## config.mk

```make
export PLATFORM = sky130hd
export DESIGN_NAME = reg_writeback_unit_flat
export DESIGN_NICKNAME = d
export VERILOG_FILES = /design/src/rtl/wb_pkg.sv /design/src/rtl/wb_if.sv /design/src/rtl/wb_fifo.sv /design/src/rtl/reg_writeback_unit.sv /design/src/flat_wrapper.sv
export SDC_FILE = /design/constraint.sdc
export NUM_CORES = 1
export LEC_CHECK = 0
export ABC_AREA = 1
export BUFFER_PORTS_ARGS = -buffer_cell sky130_fd_sc_hd__buf_2
export CAP_MARGIN = 25
export CORE_MARGIN = 2
export CORE_UTILIZATION = 56
export CTS_CLUSTER_SIZE = 24
export DETAILED_ROUTE_END_ITERATION = 7
export PLACE_DENSITY_LB_ADDON = 0.15
export SLEW_MARGIN = 20
export SYNTH_ARGS = -nofsm -noshare
export SYNTH_HDL_FRONTEND = slang
export SYNTH_HIERARCHICAL = 1
export SYNTH_SLANG_ARGS = --single-unit
```

## constraint.sdc

```tcl
create_clock -name clk -period 4.7 [get_ports clk]
set_input_delay 0.235 -clock clk [delete_from_list [all_inputs] [get_ports clk]]
set_output_delay 0.235 -clock clk [all_outputs]
set_load 0.005 [all_outputs]
```

## src/rtl/wb_pkg.sv

```systemverilog
// Shared types and sizing for the register write-back path.
// Entries carry a clear flag, destination index and write data.
package wb_pkg;
  localparam int WORD_LEN   = 32;
  localparam int REG_COUNT  = 15;
  localparam int FIFO_DEPTH = 4;
  localparam int REG_IDX_W  = $clog2(REG_COUNT);
  localparam int PTR_W      = $clog2(FIFO_DEPTH);
  localparam int CNT_W      = PTR_W + 1;

  localparam logic [1:0] SRC_CLR  = 2'd0;
  localparam logic [1:0] SRC_LD   = 2'd1;
  localparam logic [1:0] SRC_ALU  = 2'd2;
  localparam logic [1:0] SRC_NONE = 2'd3;

  typedef struct packed {
    logic                 is_clr;
    logic [REG_IDX_W-1:0] dest;
    logic [WORD_LEN-1:0]  data;
  } wb_entry_t;
endpackage

```

## src/rtl/wb_if.sv

```systemverilog
// Request handshakes, register-file write port and status of the
// write-back unit.
interface wb_if;
  import wb_pkg::*;

  logic                 clr_valid;
  logic                 clr_ready;
  logic [REG_IDX_W-1:0] clr_dest;
  logic                 ld_valid;
  logic                 ld_ready;
  logic [REG_IDX_W-1:0] ld_dest;
  logic [WORD_LEN-1:0]  ld_data;
  logic                 alu_valid;
  logic                 alu_ready;
  logic [REG_IDX_W-1:0] alu_dest;
  logic [WORD_LEN-1:0]  alu_result;
  logic [REG_IDX_W-1:0] wb_dest;
  logic [WORD_LEN-1:0]  wb_result;
  logic                 wb_en;
  logic                 wb_sclr;
  logic [REG_COUNT-1:0] pending_mask;
  logic                 full;
  logic                 empty;
  logic                 bad_dest;

  modport master (
    output clr_valid, clr_dest,
    output ld_valid, ld_dest, ld_data,
    output alu_valid, alu_dest, alu_result,
    input  clr_ready, ld_ready, alu_ready,
    input  wb_dest, wb_result, wb_en, wb_sclr,
    input  pending_mask, full, empty, bad_dest
  );

  modport slave (
    input  clr_valid, clr_dest,
    input  ld_valid, ld_dest, ld_data,
    input  alu_valid, alu_dest, alu_result,
    output clr_ready, ld_ready, alu_ready,
    output wb_dest, wb_result, wb_en, wb_sclr,
    output pending_mask, full, empty, bad_dest
  );
endinterface

```

## src/rtl/wb_fifo.sv

```systemverilog
// In-order FIFO of write-back entries; exposes per-slot valid and
// destination so the top can build the pending mask.
module wb_fifo
  import wb_pkg::*;
(
  input  logic                                 clk,
  input  logic                                 rst,
  input  logic                                 push_i,
  input  wb_entry_t                            din_i,
  input  logic                                 pop_i,
  output wb_entry_t                            head_o,
  output logic                                 full_o,
  output logic                                 empty_o,
  output logic [FIFO_DEPTH-1:0]                ent_vld_o,
  output logic [FIFO_DEPTH-1:0][REG_IDX_W-1:0] ent_dest_o
);
  wb_entry_t        mem_q [FIFO_DEPTH];
  logic [PTR_W-1:0] wr_q, wr_d;
  logic [PTR_W-1:0] rd_q, rd_d;
  logic [CNT_W-1:0] cnt_q, cnt_d;
  logic             do_push;
  logic             do_pop;
  logic [PTR_W-1:0] off;

  assign full_o  = cnt_q == CNT_W'(FIFO_DEPTH);
  assign empty_o = cnt_q == '0;
  assign do_push = push_i && !full_o;
  assign do_pop  = pop_i && !empty_o;
  assign head_o  = mem_q[rd_q];

  always_comb begin
    wr_d  = wr_q;
    rd_d  = rd_q;
    cnt_d = cnt_q;
    if (do_push) wr_d = wr_q + 1'b1;
    if (do_pop)  rd_d = rd_q + 1'b1;
    unique case ({do_push, do_pop})
      2'b10:   cnt_d = cnt_q + 1'b1;
      2'b01:   cnt_d = cnt_q - 1'b1;
      default: ;
    endcase
  end

  // A slot is live when its distance from the head is below the count.
  always_comb begin
    off        = '0;
    ent_vld_o  = '0;
    ent_dest_o = '0;
    for (int i = 0; i < FIFO_DEPTH; i++) begin
      off           = PTR_W'(i) - rd_q;
      ent_vld_o[i]  = {1'b0, off} < cnt_q;
      ent_dest_o[i] = mem_q[i].dest;
    end
  end

  always_ff @(posedge clk or posedge rst) begin
    if (rst) begin
      wr_q  <= '0;
      rd_q  <= '0;
      cnt_q <= '0;
    end else begin
      wr_q  <= wr_d;
      rd_q  <= rd_d;
      cnt_q <= cnt_d;
    end
  end

  always_ff @(posedge clk) begin
    if (do_push) mem_q[wr_q] <= din_i;
  end
endmodule

```

## src/rtl/reg_writeback_unit.sv

```systemverilog
// Register-file write side: arbitrates clr/ld/alu requests into an
// in-order queue and retires one entry per cycle.
module reg_writeback_unit
  import wb_pkg::*;
(
  input  logic clk,
  input  logic rst,
  wb_if.slave  io
);
  wb_entry_t                            din;
  wb_entry_t                            head;
  logic [1:0]                           src;
  logic                                 acc;
  logic                                 fire;
  logic                                 bad;
  logic                                 push;
  logic                                 pop;
  logic                                 full;
  logic                                 empty;
  logic                                 bad_dest_q, bad_dest_d;
  logic [FIFO_DEPTH-1:0]                ent_vld;
  logic [FIFO_DEPTH-1:0][REG_IDX_W-1:0] ent_dest;
  logic [REG_COUNT-1:0]                 mask;

  assign acc          = !rst && !full;
  assign io.clr_ready = acc;
  assign io.ld_ready  = acc && !io.clr_valid;
  assign io.alu_ready = acc && !io.clr_valid && !io.ld_valid;

  always_comb begin
    src = SRC_NONE;
    din = '0;
    priority case (1'b1)
      io.clr_valid: begin
        src        = SRC_CLR;
        din.is_clr = 1'b1;
        din.dest   = io.clr_dest;
      end
      io.ld_valid: begin
        src      = SRC_LD;
        din.dest = io.ld_dest;
        din.data = io.ld_data;
      end
      io.alu_valid: begin
        src      = SRC_ALU;
        din.dest = io.alu_dest;
        din.data = io.alu_result;
      end
      default: ;
    endcase
  end

  // Out-of-range requests complete the handshake but never queue.
  assign fire       = acc && (src != SRC_NONE);
  assign bad        = din.dest >= REG_IDX_W'(REG_COUNT);
  assign push       = fire && !bad;
  assign bad_dest_d = bad_dest_q || (fire && bad);
  assign pop        = !empty;

  wb_fifo u_fifo (
    .clk        (clk),
    .rst        (rst),
    .push_i     (push),
    .din_i      (din),
    .pop_i      (pop),
    .head_o     (head),
    .full_o     (full),
    .empty_o    (empty),
    .ent_vld_o  (ent_vld),
    .ent_dest_o (ent_dest)
  );

  always_comb begin
    mask = '0;
    for (int i = 0; i < FIFO_DEPTH; i++) begin
      if (ent_vld[i]) mask[ent_dest[i]] = 1'b1;
    end
  end

  assign io.wb_en        = !empty && !head.is_clr;
  assign io.wb_sclr      = !empty && head.is_clr;
  assign io.wb_dest      = empty ? '0 : head.dest;
  assign io.wb_result    = empty ? '0 : head.data;
  assign io.pending_mask = mask;
  assign io.full         = full;
  assign io.empty        = empty;
  assign io.bad_dest     = bad_dest_q;

  always_ff @(posedge clk or posedge rst) begin
    if (rst) bad_dest_q <= 1'b0;
    else     bad_dest_q <= bad_dest_d;
  end
endmodule

```

## src/flat_wrapper.sv

```systemverilog
// flat-port wrapper written by rule: the top's interface ports become plain ports
module reg_writeback_unit_flat import wb_pkg::*;
  (clk, rst, io_clr_valid, io_clr_dest, io_ld_valid, io_ld_dest, io_ld_data, io_alu_valid, io_alu_dest, io_alu_result, io_clr_ready, io_ld_ready, io_alu_ready, io_wb_dest, io_wb_result, io_wb_en, io_wb_sclr, io_pending_mask, io_full, io_empty, io_bad_dest);
  wb_if io_i ();
  input  logic clk;
  input  logic rst;
  input wire logic [$bits(io_i.clr_valid)-1:0] io_clr_valid;
  input wire logic [$bits(io_i.clr_dest)-1:0] io_clr_dest;
  input wire logic [$bits(io_i.ld_valid)-1:0] io_ld_valid;
  input wire logic [$bits(io_i.ld_dest)-1:0] io_ld_dest;
  input wire logic [$bits(io_i.ld_data)-1:0] io_ld_data;
  input wire logic [$bits(io_i.alu_valid)-1:0] io_alu_valid;
  input wire logic [$bits(io_i.alu_dest)-1:0] io_alu_dest;
  input wire logic [$bits(io_i.alu_result)-1:0] io_alu_result;
  output wire logic [$bits(io_i.clr_ready)-1:0] io_clr_ready;
  output wire logic [$bits(io_i.ld_ready)-1:0] io_ld_ready;
  output wire logic [$bits(io_i.alu_ready)-1:0] io_alu_ready;
  output wire logic [$bits(io_i.wb_dest)-1:0] io_wb_dest;
  output wire logic [$bits(io_i.wb_result)-1:0] io_wb_result;
  output wire logic [$bits(io_i.wb_en)-1:0] io_wb_en;
  output wire logic [$bits(io_i.wb_sclr)-1:0] io_wb_sclr;
  output wire logic [$bits(io_i.pending_mask)-1:0] io_pending_mask;
  output wire logic [$bits(io_i.full)-1:0] io_full;
  output wire logic [$bits(io_i.empty)-1:0] io_empty;
  output wire logic [$bits(io_i.bad_dest)-1:0] io_bad_dest;
  assign io_i.clr_valid = io_clr_valid;
  assign io_i.clr_dest = io_clr_dest;
  assign io_i.ld_valid = io_ld_valid;
  assign io_i.ld_dest = io_ld_dest;
  assign io_i.ld_data = io_ld_data;
  assign io_i.alu_valid = io_alu_valid;
  assign io_i.alu_dest = io_alu_dest;
  assign io_i.alu_result = io_alu_result;
  assign io_clr_ready = io_i.clr_ready;
  assign io_ld_ready = io_i.ld_ready;
  assign io_alu_ready = io_i.alu_ready;
  assign io_wb_dest = io_i.wb_dest;
  assign io_wb_result = io_i.wb_result;
  assign io_wb_en = io_i.wb_en;
  assign io_wb_sclr = io_i.wb_sclr;
  assign io_pending_mask = io_i.pending_mask;
  assign io_full = io_i.full;
  assign io_empty = io_i.empty;
  assign io_bad_dest = io_i.bad_dest;
  reg_writeback_unit u_core (.clk(clk), .rst(rst), .io(io_i));
endmodule
```

# Yosys cells after proc, flatten, opt, wreduce, memory -nomap -nowiden
# Memory sizes are Yosys's and may differ from the RTL's.
# Cells that the tools add are included.
[classes]
mux = 27
order_cmp = 13
addsub = 8
eq_ne = 4
n_reduce_logical = 23
bitwise = 3
[op_table]
columns = ["operator", "count"]
rows = [
  ["$mux W32", 4],
  ["$mux W15", 4],
  ["$or A15 B15 Y15", 3],
  ["$lt A4 B5 Y1 const B", 4],
  ["$demux W1 S4", 4],
  ["$ge A4 B1 Y1 const B", 4],
  ["$mux W4", 4],
  ["$logic_and A1 B1 Y1", 13],
  ["$lt A2 B3 Y1", 4],
  ["$mux W1", 8],
  ["$logic_not A1 Y1", 7],
  ["$pmux W3 S2", 1],
  ["$add A2 B1 Y2 const B", 2],
  ["$ge A4 B4 Y1 const B", 1],
  ["$mux W2", 2],
  ["$sub A1 B2 Y2 const A", 2],
  ["$sub A2 B2 Y2 const A", 2],
  ["$add A3 B1 Y3 const B", 1],
  ["$eq A3 B3 Y1 const B", 1],
  ["$logic_not A3 Y1", 1],
  ["$sub A3 B1 Y3 const B", 1],
  ["$eq A2 B1 Y1 const B", 1],
  ["$eq A2 B2 Y1 const B", 1],
  ["$ne A2 B2 Y1 const B", 1],
  ["2 further kinds", 2],
]
[word_totals]
regBits = 8
n_memories = 1
ram_bits = 148
output_inout_bits = 59
input_bits = 81
[memory_table]
columns = ["memory", "words", "width", "read_ports", "rd_clocked_by_memory_dff", "write_ports", "line", "text"]
rows = [
  ["u_core.u_fifo.mem_q", 4, 37, 5, 0, 1, "wb_fifo.sv:17", "wb_entry_t mem_q [FIFO_DEPTH];"],
]

# Longest topological paths before layout
# An unclocked memory read counts as a cell.
[logic_depth]
word_depth = 12
depth_mapped = 16

# By module
# Netlist, hierarchy kept.
[by_module_without_submodules]
columns = ["module", "seq_area_each_um2", "n_inst", "area_each_um2", "cells_each"]
rows = [
  ["wb_fifo", 4619.4, 1, 6391.1, 457],
  ["reg_writeback_unit", 25.0, 1, 1556.5, 349],
]

# Least setup slack after synthesis
# OpenSTA, ideal clock, no wires.
[synth_timing]
path_kind = "register to register"
start = "register u_core.u_fifo.cnt_q[1]"
end = "memory u_core/u_fifo/mem_q[0][0] (netlist name) (enable)"
arrival_ns = 3.023
stages_incl_launch_ff = 10
setup_time_ns = 0.431
path_buffers = 0
path_slack_ns = 1.246
cell_sequence = "dfrtp_1 > inv_1 > nand3_1 > inv_1 > nor2_1 > inv_1 > a21oi_1 > a21boi_1 > nand2_2 > nor2_1"
[synth_between]
elab_chain_len = 8
[synth_lines]
columns = ["element", "line", "text"]
rows = [
  ["from (decl)", "wb_fifo.sv:20", "logic [CNT_W-1:0] cnt_q, cnt_d;"],
  ["from (signal assigned)", "wb_fifo.sv:64", "cnt_q <= cnt_d;"],
  ["$eq A3 B3 Y1", "wb_fifo.sv:25", "assign full_o = cnt_q == CNT_W'(FIFO_DEPTH);"],
  ["net io_full", "flat_wrapper.sv:23", "output wire logic [$bits(io_i.full)-1:0] io_full;"],
  ["$logic_not A1 Y1", "reg_writeback_unit.sv:25", "assign acc = !rst && !full;"],
  ["$logic_and A1 B1 Y1", "reg_writeback_unit.sv:25", ""],
  ["net io_clr_ready", "flat_wrapper.sv:15", "output wire logic [$bits(io_i.clr_ready)-1:0] io_clr_ready;"],
  ["$logic_and A1 B1 Y1", "reg_writeback_unit.sv:54", "assign fire = acc && (src != SRC_NONE);"],
  ["$logic_and A1 B1 Y1", "reg_writeback_unit.sv:56", "assign push = fire && !bad;"],
  ["net u_core.push", "reg_writeback_unit.sv:16", "logic push;"],
  ["$logic_and A1 B1 Y1", "wb_fifo.sv:27", "assign do_push = push_i && !full_o;"],
  ["$mux W1", "wb_fifo.sv:69", "if (do_push) mem_q[wr_q] <= din_i;"],
  ["$mux W1 (not written as such)", "wb_fifo.sv:69", ""],
  ["to (decl)", "wb_fifo.sv:17", ""],
]
# The timed path passes the listed nets, and every way through them passes these cells.

# Worst setup path after layout
[layout_timing]
start = "register u_core.u_fifo.rd_q[0]"
end = "output port io_pending_mask[0]"
[layout_between]
elab_cells_between_ends = 15
[layout_lines]
columns = ["element", "line", "text"]
rows = [
  ["from (decl)", "wb_fifo.sv:19", "logic [PTR_W-1:0] rd_q, rd_d;"],
  ["from (signal assigned)", "wb_fifo.sv:63", "rd_q <= rd_d;"],
  ["$sub A2 B2 Y2 *", "wb_fifo.sv:50", "off = PTR_W'(i) - rd_q;"],
  ["$lt A2 B3 Y1 *", "wb_fifo.sv:51", "ent_vld_o[i] = {1'b0, off} < cnt_q;"],
  ["net u_core.ent_vld[2]", "reg_writeback_unit.sv:21", "logic [FIFO_DEPTH-1:0] ent_vld;"],
  ["$mux W15 *", "reg_writeback_unit.sv:76", "if (ent_vld[i]) mask[ent_dest[i]] = 1'b1;"],
  ["$or A15 B15 Y15 (no line)", "--", ""],
  ["$mux W15 *", "reg_writeback_unit.sv:76", ""],
  ["to (decl)", "flat_wrapper.sv:22", "output wire logic [$bits(io_i.pending_mask)-1:0] io_pending_mask;"],
]
# The timed path passes the listed nets; every way through them passes the cells marked *.

==> metrics.cfg <==
[clock_network]
post_cts_resized=0
cts_tree=done
root_buffer=clkbuf_16
cts.clk_slew.worst_paths_ns=0.06
clock-sinks=156
insertion_delay_ns=0.41
cts_htree_levels=4
clock_path_buffers=2
post_cts_buffers=0
numCtsBuffers=17

[floorplanning]
core_mm2=0.0139
die_area_mm2=0.0152
num_rows=43
die_w_um=123
die_h_um=123
initial_utilization_pct=57.3
ios=140

[place]
portBuffers=139
pre_cts_ws_ns=1.33
place.gp.congestion=0.929
placed_cells=1073
dpl.hpwl_um=11900

[flow_run]
maxCapViolCount=0

[route]
drt-initial-drc-count=723
dr.pass1.iters=5
viasPerCell=5.67
wl_per_cell_um=17.5
ant_nets=0
route.vias.total=6268
totalWireLength_um=19400
post-route-drc-count=0

[power]
power_density_mw_per_mm2=619
leakage_uw=0.00385
worst_ir_drop_vdd_uv=631

[critical_path]
reg2regPathDepth=10
crit_required_ns=4.47
path_max_fanout=79
cpPeakStageDelay_ns=1.07
arrival_ns=3.35
worstPathCellList=nand2_1 -> nand2_2 -> inv_2 -> ha_1 -> a21boi_1 -> o21ai_1 -> nand3_1 -> o22ai_1 -> or2_2 -> buf_2
path_delay_family=flip-flops
crit_slowest_cell=dfrtp_4
critPathKind=flip-flop to primary output
cp.depth=10
start_kind=flip-flop
path_buf_inv=2
crit_path_end_kind=primary output
regToRegSetupSlack_ns=1.63

[timing]
fin_ws_ns=1.11
timing.fmax_mhz=279
fin_setup_tns_ns=0
slew_viol_final=0
slew_headroom_pct=31.3
hold_viol_final=0
fin_hold_ws_ns=0.217
rsz0062_at_grt=no
setup_viol=0
worst_pin_slew_ns=1.03
min_period_ns=3.59
min_period_over_period_pct=76.4
skew_ns=0.0104

[global_routing]
grt_max_degree=80
grt_overflow_total=0
track_usage_pct=26.2
first_global_vias=5993
grt_pass1_wl_um=30000
antenna_found_initial=0

[final_layout]
insertedDiodeCount=0
finalNonFillerCells=1106
final_nets=1004
layout-drive-gt1-share_pct=23.4
syn_to_final_growth_pct=15.6

[synth]
ys_ff_latch=156
ys_seq_area_share_pct=58.4
syn_area_mm2=0.00795
synth_area_per_cell_um2=9.86
synth_nets=897
synth_cell_types=36
yosysWarnings=6
postSynthCellCount=806

[worst_hold_path]
hold_path_class=primary input to asynchronous set/reset pin

[outcome]
status=completed

## routing by layer
layer / wire length, um / GRT usage (%) / vias up
li1: - / - / 2983
met1: 8000 / 34.9 / 2991
met2: 9700 / 43.5 / 272
met3: 1430 / 6.00 / 22
met4: 217 / 7.10 / 0
met5: 0 / 0 / -
## worst paths after layout
kind | startpoint | to
max | u_core/u_fifo/rd_q[0] | io_pending_mask[0]
min in group clk | io_ld_data[21] | u_core/u_fifo/mem_q[0][21]
min | rst | u_core/io.bad_dest
max in group asynchronous | rst | u_core/u_fifo/rd_q[0]
min reg2reg | u_core/io.bad_dest | u_core/io.bad_dest
max reg2reg | u_core/u_fifo/cnt_q[0] | u_core/u_fifo/mem_q[3][23]
## kinds of logic (layout without fill, tap and decap cells)
kind of cell / count (synthesis) / count (layout) / share of synthesized area (%)
xor gates and xnor gates: 1 / 1 / 0.110
DFF: 156 / 156 / 58.4
buffers and inverters: 155 / 275 / 9.74
and+or+nand+nor: 413 / 413 / 24.9
AOI/OAI and AO/OA: 71 / 71 / 5.16
adders and majority gates: 10 / 10 / 1.67
## Yosys cell counts (all sizes together)
master / count / area share [%]
a21boi: 3 / 0.28
a21oi: 44 / 2.8
a31oi: 1 / 0.079
buf: 56 / 5.1
clkbuf: 4 / 0.19
dfrtp: 8 / 2.5
edfxtp: 148 / 56
fa: 1 / 0.25
ha: 9 / 1.4
inv: 95 / 4.5
nand2: 152 / 7.2
nand3: 139 / 10
nand3b: 1 / 0.094
nand4: 39 / 3.1
nor2: 73 / 3.8
nor3: 4 / 0.25
o211ai: 1 / 0.094
o21a: 1 / 0.094
o21ai: 5 / 0.31
o221ai: 7 / 0.77
o22ai: 9 / 0.71
or2: 5 / 0.39
xnor2: 1 / 0.11
## layout make-up
class,count,area [um2]
fillers,1098,4700
flip-flops and latches,156,4650
multi-input cells,495,2560
repair buffers,148,766
clock buffers,20,437
inverters,95,357
well taps,180,225
clock inverters,12,193
## flip-flops by register name, indices dropped and copies added, names as in the netlist
| name | cells |
|---|---|
| u_core/u_fifo/rd_q | 2 |
| u_core/u_fifo/cnt_q | 3 |
| u_core/u_fifo/wr_q | 2 |
| u_core/u_fifo/mem_q | 148 |
| u_core/io.bad_dest | 1 |
## worst min-delay path, delay by kind of cell
family | cells | cell delay, ns
buf+inv | 3 | 0.71
## timing repair
action,4_1_cts,5_1_grt
hold buffers,1,0
endpoints found under the hold margin,8,0
setup endpoints to repair,0,0
## stage by stage
stage	instance area, um2	util [%]	power, uW
6_report	9190	66.2	5690
5_1_grt	9190	66.2	6050
4_1_cts	9190	66.2	5710
3_5_place_dp	8550	61.6	4260
3_3_place_gp	8550	61.6	4200
2_1_floorplan	7950	-	3520
## cells in the final DEF, fill, tap and decap left out, types with 2 or more instances in the layout
master	synthesis	routed
nor2_2	2	2
inv_6	0	2
nor2_1	69	65
buf_4	29	8
o22ai_1	9	9
nor2_4	1	5
inv_2	7	7
nand2_2	2	2
clkinv_1	0	3
buf_2	19	139
nand3_2	20	20
a21boi_1	3	3
o21ai_0	2	2
o21ai_1	3	3
ha_1	9	9
nand3_1	119	119
inv_1	88	88
edfxtp_1	148	148
clkbuf_1	4	3
o221ai_1	7	7
a21oi_1	43	43
nand4_1	39	39
dfrtp_1	8	6
bufinv_16	0	5
nor3_1	4	4
nand2_1	150	150
clkbuf_16	0	17
or2_2	4	4
## power by group
part	internal, uW	leakage [uW]	switching [uW]
Sequential	1810	0.00146	219
Clock	940	0.000305	505
Combinational	765	0.00208	1450
(Power assumes the default switching activity.)
